### config.mk
export PLATFORM = sky130hd
export DESIGN_NAME = pipe_drain_fifo
export DESIGN_NICKNAME = d
export VERILOG_FILES = /design/src/rtl/pipe_pkg.sv /design/src/rtl/fifo_mem.sv /design/src/rtl/pipe_drain_fifo.sv
export SDC_FILE = /design/constraint.sdc
export NUM_CORES = 1
export LEC_CHECK = 0
export CAP_MARGIN = 40
export CORE_MARGIN = 3
export CORE_UTILIZATION = 40
export DETAILED_ROUTE_END_ITERATION = 12
export PLACE_DENSITY = 0.56
export SLEW_MARGIN = 5
export SYNTH_ARGS = -nofsm -noshare
export SYNTH_HDL_FRONTEND = slang
export SYNTH_SLANG_ARGS = --single-unit
### constraint.sdc
create_clock -name clk_in -period 9.6 [get_ports clk_in]
set_clock_uncertainty 0.15 [all_clocks]
set_input_delay 1.92 -clock clk_in [delete_from_list [all_inputs] [get_ports clk_in]]
set_output_delay 1.92 -clock clk_in [all_outputs]
set_load 0.01 [all_outputs]
### src/rtl/pipe_pkg.sv
// Shared defaults and sizing helpers for the pipeline drain FIFO.
package pipe_pkg;

    localparam int unsigned DEF_DATA_WIDTH = 10;
    localparam int unsigned DEF_DEPTH      = 16;
    localparam int unsigned DEF_LATENCY    = 10;

    // Width of a counter that must hold 0..depth inclusive.
    function automatic int unsigned cnt_w(input int unsigned depth);
        return $clog2(depth) + 1;
    endfunction

endpackage

### src/rtl/fifo_mem.sv
// DEPTH x DATA_WIDTH register file: synchronous write, combinational read.
module fifo_mem #(
    parameter int unsigned DATA_WIDTH = 10,
    parameter int unsigned DEPTH      = 16
) (
    input  logic                     clk_in,
    input  logic                     we,
    input  logic [$clog2(DEPTH)-1:0] waddr,
    input  logic [DATA_WIDTH-1:0]    wdata,
    input  logic [$clog2(DEPTH)-1:0] raddr,
    output logic [DATA_WIDTH-1:0]    rdata
);

    logic [DATA_WIDTH-1:0] mem [DEPTH];

    // Storage is intentionally left unreset.
    always_ff @(posedge clk_in) begin
        if (we) begin
            mem[waddr] <= wdata;
        end
    end

    assign rdata = mem[raddr];

endmodule

### src/rtl/pipe_drain_fifo.sv
// FWFT FIFO draining a fixed-latency pipeline, with credit-based issue control
// so that an upstream honouring issue_ready_out can never overflow it.
module pipe_drain_fifo
    import pipe_pkg::*;
#(
    parameter int unsigned DATA_WIDTH = DEF_DATA_WIDTH,
    parameter int unsigned DEPTH      = DEF_DEPTH,
    parameter int unsigned LATENCY    = DEF_LATENCY
) (
    input  logic                        clk_in,
    input  logic                        rst_in,
    input  logic                        issue_in,
    output logic                        issue_ready_out,
    input  logic                        valid_in,
    input  logic [DATA_WIDTH-1:0]       data_in,
    output logic                        valid_out,
    output logic [DATA_WIDTH-1:0]       data_out,
    input  logic                        ready_in,
    output logic [cnt_w(DEPTH)-1:0]     count_out,
    output logic                        overflow_out
);

    localparam int unsigned PW = $clog2(DEPTH);
    localparam int unsigned CW = cnt_w(DEPTH);

    logic [PW-1:0]         wr_ptr_q;
    logic [PW-1:0]         rd_ptr_q;
    logic [CW-1:0]         count_q;
    logic [CW-1:0]         count_nxt;
    logic [CW-1:0]         inflight_q;
    logic [CW-1:0]         inflight_nxt;
    logic                  valid_q;
    logic                  overflow_q;
    logic                  full;
    logic                  push;
    logic                  pop;
    logic                  drop;
    logic [DATA_WIDTH-1:0] rd_data;

    assign full = (count_q == CW'(DEPTH));
    assign pop  = valid_q & ready_in;
    assign push = valid_in & (~full | pop);
    assign drop = valid_in & full & ~pop;

    fifo_mem #(
        .DATA_WIDTH (DATA_WIDTH),
        .DEPTH      (DEPTH)
    ) u_mem (
        .clk_in (clk_in),
        .we     (push),
        .waddr  (wr_ptr_q),
        .wdata  (data_in),
        .raddr  (rd_ptr_q),
        .rdata  (rd_data)
    );

    // Next stored count and in-flight credit count.
    always_comb begin
        count_nxt    = count_q;
        inflight_nxt = inflight_q;
        case ({push, pop})
            2'b10:   count_nxt = count_q + CW'(1);
            2'b01:   count_nxt = count_q - CW'(1);
            default: count_nxt = count_q;
        endcase
        // Saturate at DEPTH on illegal issue and at 0 on unexpected arrival.
        case ({issue_in, valid_in})
            2'b10: if (inflight_q != CW'(DEPTH)) inflight_nxt = inflight_q + CW'(1);
            2'b01: if (inflight_q != CW'(0))     inflight_nxt = inflight_q - CW'(1);
            default: inflight_nxt = inflight_q;
        endcase
    end

    always_ff @(posedge clk_in or negedge rst_in) begin
        if (!rst_in) begin
            wr_ptr_q   <= '0;
            rd_ptr_q   <= '0;
            count_q    <= '0;
            inflight_q <= '0;
            valid_q    <= 1'b0;
            overflow_q <= 1'b0;
        end else begin
            // A legal upstream never has more words in flight than pipeline stages.
            assert (32'(inflight_q) <= LATENCY);
            if (push) wr_ptr_q <= wr_ptr_q + PW'(1);
            if (pop)  rd_ptr_q <= rd_ptr_q + PW'(1);
            count_q    <= count_nxt;
            inflight_q <= inflight_nxt;
            valid_q    <= (count_nxt != CW'(0));
            if (drop) overflow_q <= 1'b1;
        end
    end

    assign issue_ready_out = (({1'b0, count_q} + {1'b0, inflight_q}) < (CW + 1)'(DEPTH));
    assign valid_out       = valid_q;
    assign data_out        = valid_q ? rd_data : '0;
    assign count_out       = count_q;
    assign overflow_out    = overflow_q;

endmodule
==> results.md <==
* Endpoint class of the critical path: output port
* CTS tree: built
* 1st-pass router iterations at 5
* Number of global-route vias before repair at 4,121
* Synth cell types at 46
* Gr usage total at 16.4%
* Synthesized flop and latch total at 180
* Ordered list of cells on the worst path: buf_4, nand2b_1, a211oi_1, o32ai_1, a221o_1, clkdlybuf4s50_1
* Worst Path Arrival at 3070 ps
* Ports at 33
* Die Height at 143 microns
* Iter 0 DRT Violations at 251
* Fillcell total at 1,521
* Storage cell area at 5310 sq um
* DP Wirelength at 9.87 mm
* Setup TNS at 0 ps
* First-pass GRT wire length at 24.4 mm
* Post-layout minimum cycle time at 5140 ps
* WP data required at 7530 ps
* Crit path max fanout at 37
* Min-delay worst type: flop to flop
* Layout area overhead at 17.0%
* Number of synthesized flops with an enable pin at 160
* Hold Path Stages at 1
* IO buf count at 32
* Core area at 18,200 sq um
* N_diodes at 0
* Wire length per cell at 21.4 microns
* Post CTS Setup Buffer Count at 0
* Most common cell after layout, fill and taps aside: edfxtp_1
* Cts hold-fix bufs at 0
* Pwr Total at 2670 uW
* Fraction of registers with async set/reset at 11.1%
* Max incr delay on CP at 490 ps
* H-tree level count at 4
* Routability cong. at 0.766
* Vias per inst at 5.44
* Max-slew violations at 0
* Worst Tran Pin Value at 766 ps
* Gate Count Post-Synth at 446
* Die footprint at 20,500 sq um
* Resized cells post-CTS at 0
* Final hold violation count at 0
* PwrDens at 303 nW/um^2
* Final setup vio count at 0
* Grt total ovfl at 0
* Nets@finish at 531
* Outcome: finished, final reports clean
* Commonest non-fill, non-tap cells in the layout: edfxtp_1 (160), clkdlybuf4s50_1 (32), nand2_1 (29)
* F_max at 195 MHz
* Top Family by Delay on Critical Path: compound AO/OA/AOI/OAI gates
* Remaining antenna violation count at 0
* CTS clk-pin slew, worst paths at 70 ps
* Worst-skew pair later-pin latency at 430 ps
* Total stage count of the critical path at 6
* Routed wire length at 15.9 mm
* Top FF cell, synth: edfxtp_1
* Vias at 4,028
* Rows at 49
* Largest net degree at the start of global routing at 48
* Post-synthesis net count at 479
* Total CTS buffers at 17
* Mapped cell area at 7540 sq um
* Initial Util at 41.4%
* Sink Count at 180
* RSZ-0062 raised after global routing: false
* Area of the multi-input gates at 2100 sq um
* CP startpoint kind: flop
* Root Buffer Master: clkbuf_16
* Worst IR drop on VDD at 0.000129 V
* R2R depth at 12
* Crit Path Class: flop to output port
* Initial antenna violation count at 0
* Mean Syn Cell Area at 16.9 sq um
* Leakage at 0.00304 uW
* Layout cells sized above 1 at 20.0%
* Post-synthesis sequential area ratio at 70.4%
* Max-cap violation count at 0
* Yosys warnings at 0
* Bufs and invs on worst path at 2
* Die width at 143 microns
* CTS max path bufs at 2
* Final period util at 53.5%
* # DRC at 0
* Slowest cell on the critical path: clkdlybuf4s50_1
* Worst slew margin at 48.8%
==> Yosys cell counts, drive strengths merged (4+ instances only) <==
master / n / area, sq um
edfxtp: 160 / 4800
nand2: 29 / 109
mux4: 27 / 608
nor2: 25 / 93.8
dfrtp: 20 / 500
mux2: 19 / 214
ha: 17 / 213
clkbuf: 12 / 45.0
o21ai: 12 / 60.1
inv: 11 / 41.3
nor2b: 11 / 68.8
buf: 10 / 56.3
mux2i: 10 / 100
xnor2: 10 / 87.6
o22ai: 9 / 56.3
a22oi: 7 / 52.6
nor3: 6 / 30.0
xor2: 6 / 52.6
nand2b: 5 / 31.3
a21oi: 4 / 20.0
==> layer usage <==
| metal | part of all wire [%] | up-vias | track usage (%) |
|---|---|---|---|
| met3 | 3.8 | 23 | 3.72 |
| li1 | - | 1837 | - |
| met4 | 1.5 | 0 | 4.91 |
| met1 | 46 | 2076 | 23.0 |
| met5 | 0 | - | 0 |
| met2 | 49 | 92 | 25.8 |
==> cell type report <==
type                    instances  area share [%]
flip-flops and latches        180            60.2
repair buffers                 55            5.93
well taps                     229            3.25
inverters                      11           0.468
clock buffers                  20            4.95
clock inverters                12            1.41
multi-input cells             233            23.8
==> metrics by stage <==
stage	cells	cell area, sq um	hold slack, ps	setup WS, ps	util, %
finish	740	8820	356	4460	48.4
global route	740	8820	396	4320	48.4
CTS	740	8820	362	4410	48.4
detailed placement	708	8260	348	4310	45.3
global placement	702	8180	347	4490	44.9
floorplan	446	7540	309	5010	-
==> flip-flops by register name, indices dropped and copies added (netlist names) <==
name,flops
count_out,5
inflight_q,5
overflow_out,1
rd_ptr_q,4
u_mem.mem,160
valid_out,1
wr_ptr_q,4
==> cell families after synthesis <==
kind of cell	after synthesis	synth area share, %
simple gates	89	5.65
mux	56	12.2
buf+inv	33	1.89
fa+ha+maj	18	3.09
xor+xnor	16	1.86
flops	180	70.4
compound gates	54	4.88
==> where the power goes <==
group          switching (uW)  internal, uW  leakage, uW
logic                     505           461      0.00109
registers                77.9           966      0.00168
clock network             296           363     0.000265
==> path summary, 6_finish.rpt <==
kind	startpoint	end	slack (ps)
max in group asynchronous	rst_in	rd_ptr_q[0]	7380
worst min register to register	rd_ptr_q[3]	rd_ptr_q[3]	360
min in group asynchronous	rst_in	count_out[0]	1540
worst min-delay path	rd_ptr_q[3]	rd_ptr_q[3]	360
worst max-delay path	rd_ptr_q[1]	data_out[8]	4460
worst max register to register	count_out[2]	valid_out	6180
Note: power is estimated with default switching activity, not from simulation.
==> variant (config.mk and constraints unchanged) <==
Change the package constant `DEF_DEPTH` from 16 to 8.
--- a/src/rtl/pipe_pkg.sv
+++ b/src/rtl/pipe_pkg.sv
@@ -4,3 +4,3 @@
     localparam int unsigned DEF_DATA_WIDTH = 10;
-    localparam int unsigned DEF_DEPTH      = 16;
+    localparam int unsigned DEF_DEPTH      = 8;
     localparam int unsigned DEF_LATENCY    = 10;
Ports: changed (resized count_out); port bits go from 33 to 32. The function was not compared with the original's and may differ.
==> variant against the original RTL <==
  * Power decreased by 45%
  * Hold slack got worse by 9.5 ps
  * Setup slack improved by 540 ps
  * Critical path type unchanged
  * Wire length decreased by 51%
  * Design area decreased by 45%
  * Sequential cell count decreased by 84
  * Critical path depth decreased by 1
  * Synthesized area decreased by 45%
  * Final cell count decreased by 44%
==> variant: results (changes against the original RTL) <==
metric,value,unit,change
min-delay-start,overflow_out,,
synth-edff-count,80,,-50%
reg2reg_from,valid_out,,
via_count,2103,,-48%
synth_xor_area_share,2.757,%,+0.90 points
worst_slew_pin_slew,770.2,ps,+4.474 ps
largest_register,u_mem.mem,,
dp_cells,398,,-44%
cts_root_buf,clkbuf_8,,
grt_pass1_vias,2259,,-45%
synth_fa_ha_area_share,4.120,%,+1.0 points
nFillCells,867,,-43%
critPathMaxFanout,20,,-46%
portBuffers,31,,-3.1%
ys_top_cells_by_count,"edfxtp_1, mux4_2, dfrtp_1",,
grt_pass1_wl,12.68,mm,-48%
worstHoldEndpoint,overflow_out,,
dp_hpwl,4.976,mm,-50%
cts_buffers,9,,-8
syn-instance-count,232,,-48%
synth_area_leaders,"edfxtp_1, mux4_2, dfrtp_1",,
vias_per_cell,5.080,,-6.7%
grt_max_degree,21,,-56%
routabilityCongestion,0.7325,,-4.3%
r2r_setup_slack,6650,ps,+470 ps
leakagePower,1.728,nW,-43%
largest_reg_flops,80,,-50%
post_drt_wl_per_cell,18.61,um,-13%
htree_levels,3,,-1
antenna_cells,0,,unchanged
status,"finished, final reports clean",,
clock_latency,350,ps,-80 ps
synth_compound_area_share,2.787,%,-2.1 points
worstPathArrival,2530,ps,-540 ps
grt_usage,14.94,%,-1.4 points
ys_seq_area_share,67.86,%,-2.5 points
peakVddDrop,0.09708,mV,-24%
final_nets,304,,-43%
reg2reg_depth,11,,-1
layout-drive-gt1-share,18.86,%,-1.1 points
hold_path_class,flip-flop to flip-flop,,
syn_nets,260,,-46%
drt-initial-drc-count,96,,-62%
post_synth_num_cell_types,40,,-13%
path_clk_slew,100,ps,+30 ps
async_flop_share,16.67,%,+5.6 points
cts_resized,0,,unchanged
synthMuxAreaShare,14.69,%,+2.5 points
[variant: logic make-up after synthesis]
| kind of cell | after synthesis |
|---|---|
| muxes | 35 |
| buffers and inverters | 16 |
| adders and majority gates | 13 |
| xor gates and xnor gates | 13 |
| AOI/OAI and AO/OA | 15 |
| DFF | 96 |
| and+or+nand+nor | 44 |
[variant: worst max-delay path by stage]
stage	start	to	cells past startpoint
floorplan	ready_in	valid_out	11
global placement	ready_in	valid_out	12
detailed placement	ready_in	valid_out	12
CTS	rd_ptr_q[0]	data_out[9]	5
global route	rd_ptr_q[0]	data_out[9]	5
finish	rd_ptr_q[0]	data_out[9]	5
[variant: stage by stage]
step	hold slack, ps	worst slack [ps]	instance area, um^2
floorplan	334.7	5733	4130
global placement	349.5	5057	4584
detailed placement	320.7	5015	4633
CTS	359.2	4951	4850
global route	383.9	4852	4850
finish	346.1	5003	4850
[variant: worst max-delay path, cell delays in order (launching register included)]
cell and delay, ps:
dfrtp_1 400, buf_4 410, mux4_1 610, mux2i_1 200, nor2b_1 70, clkdlybuf4s50_1 470
[variant: final cells by class]
class / count / area (um^2) / share of cell area (%)
Sequential cell: 96 / 2803 / 57.79
Clock inverter: 7 / 92.59 / 1.909
Timing Repair Buffer: 41 / 396.6 / 8.179
Multi-Input combinational cell: 120 / 1237 / 25.52
Clock buffer: 9 / 123.9 / 2.554
Inverter: 8 / 30.03 / 0.6192
Tap cell: 133 / 166.4 / 3.431
[variant: power by group]
group / switching, mW / internal, mW / leakage (nW)
Combinational: 0.244 / 0.320 / 0.704
Sequential: 0.0915 / 0.539 / 0.912
Clock: 0.155 / 0.129 / 0.112
[variant: routing by layer]
layer	vias up	global-route usage, %	wire length (um)
met4	0	6.222	156
met1	1069	20.95	3642
met3	14	2.639	228
li1	978	-	-
met2	42	23.13	3678
met5	-	0	0
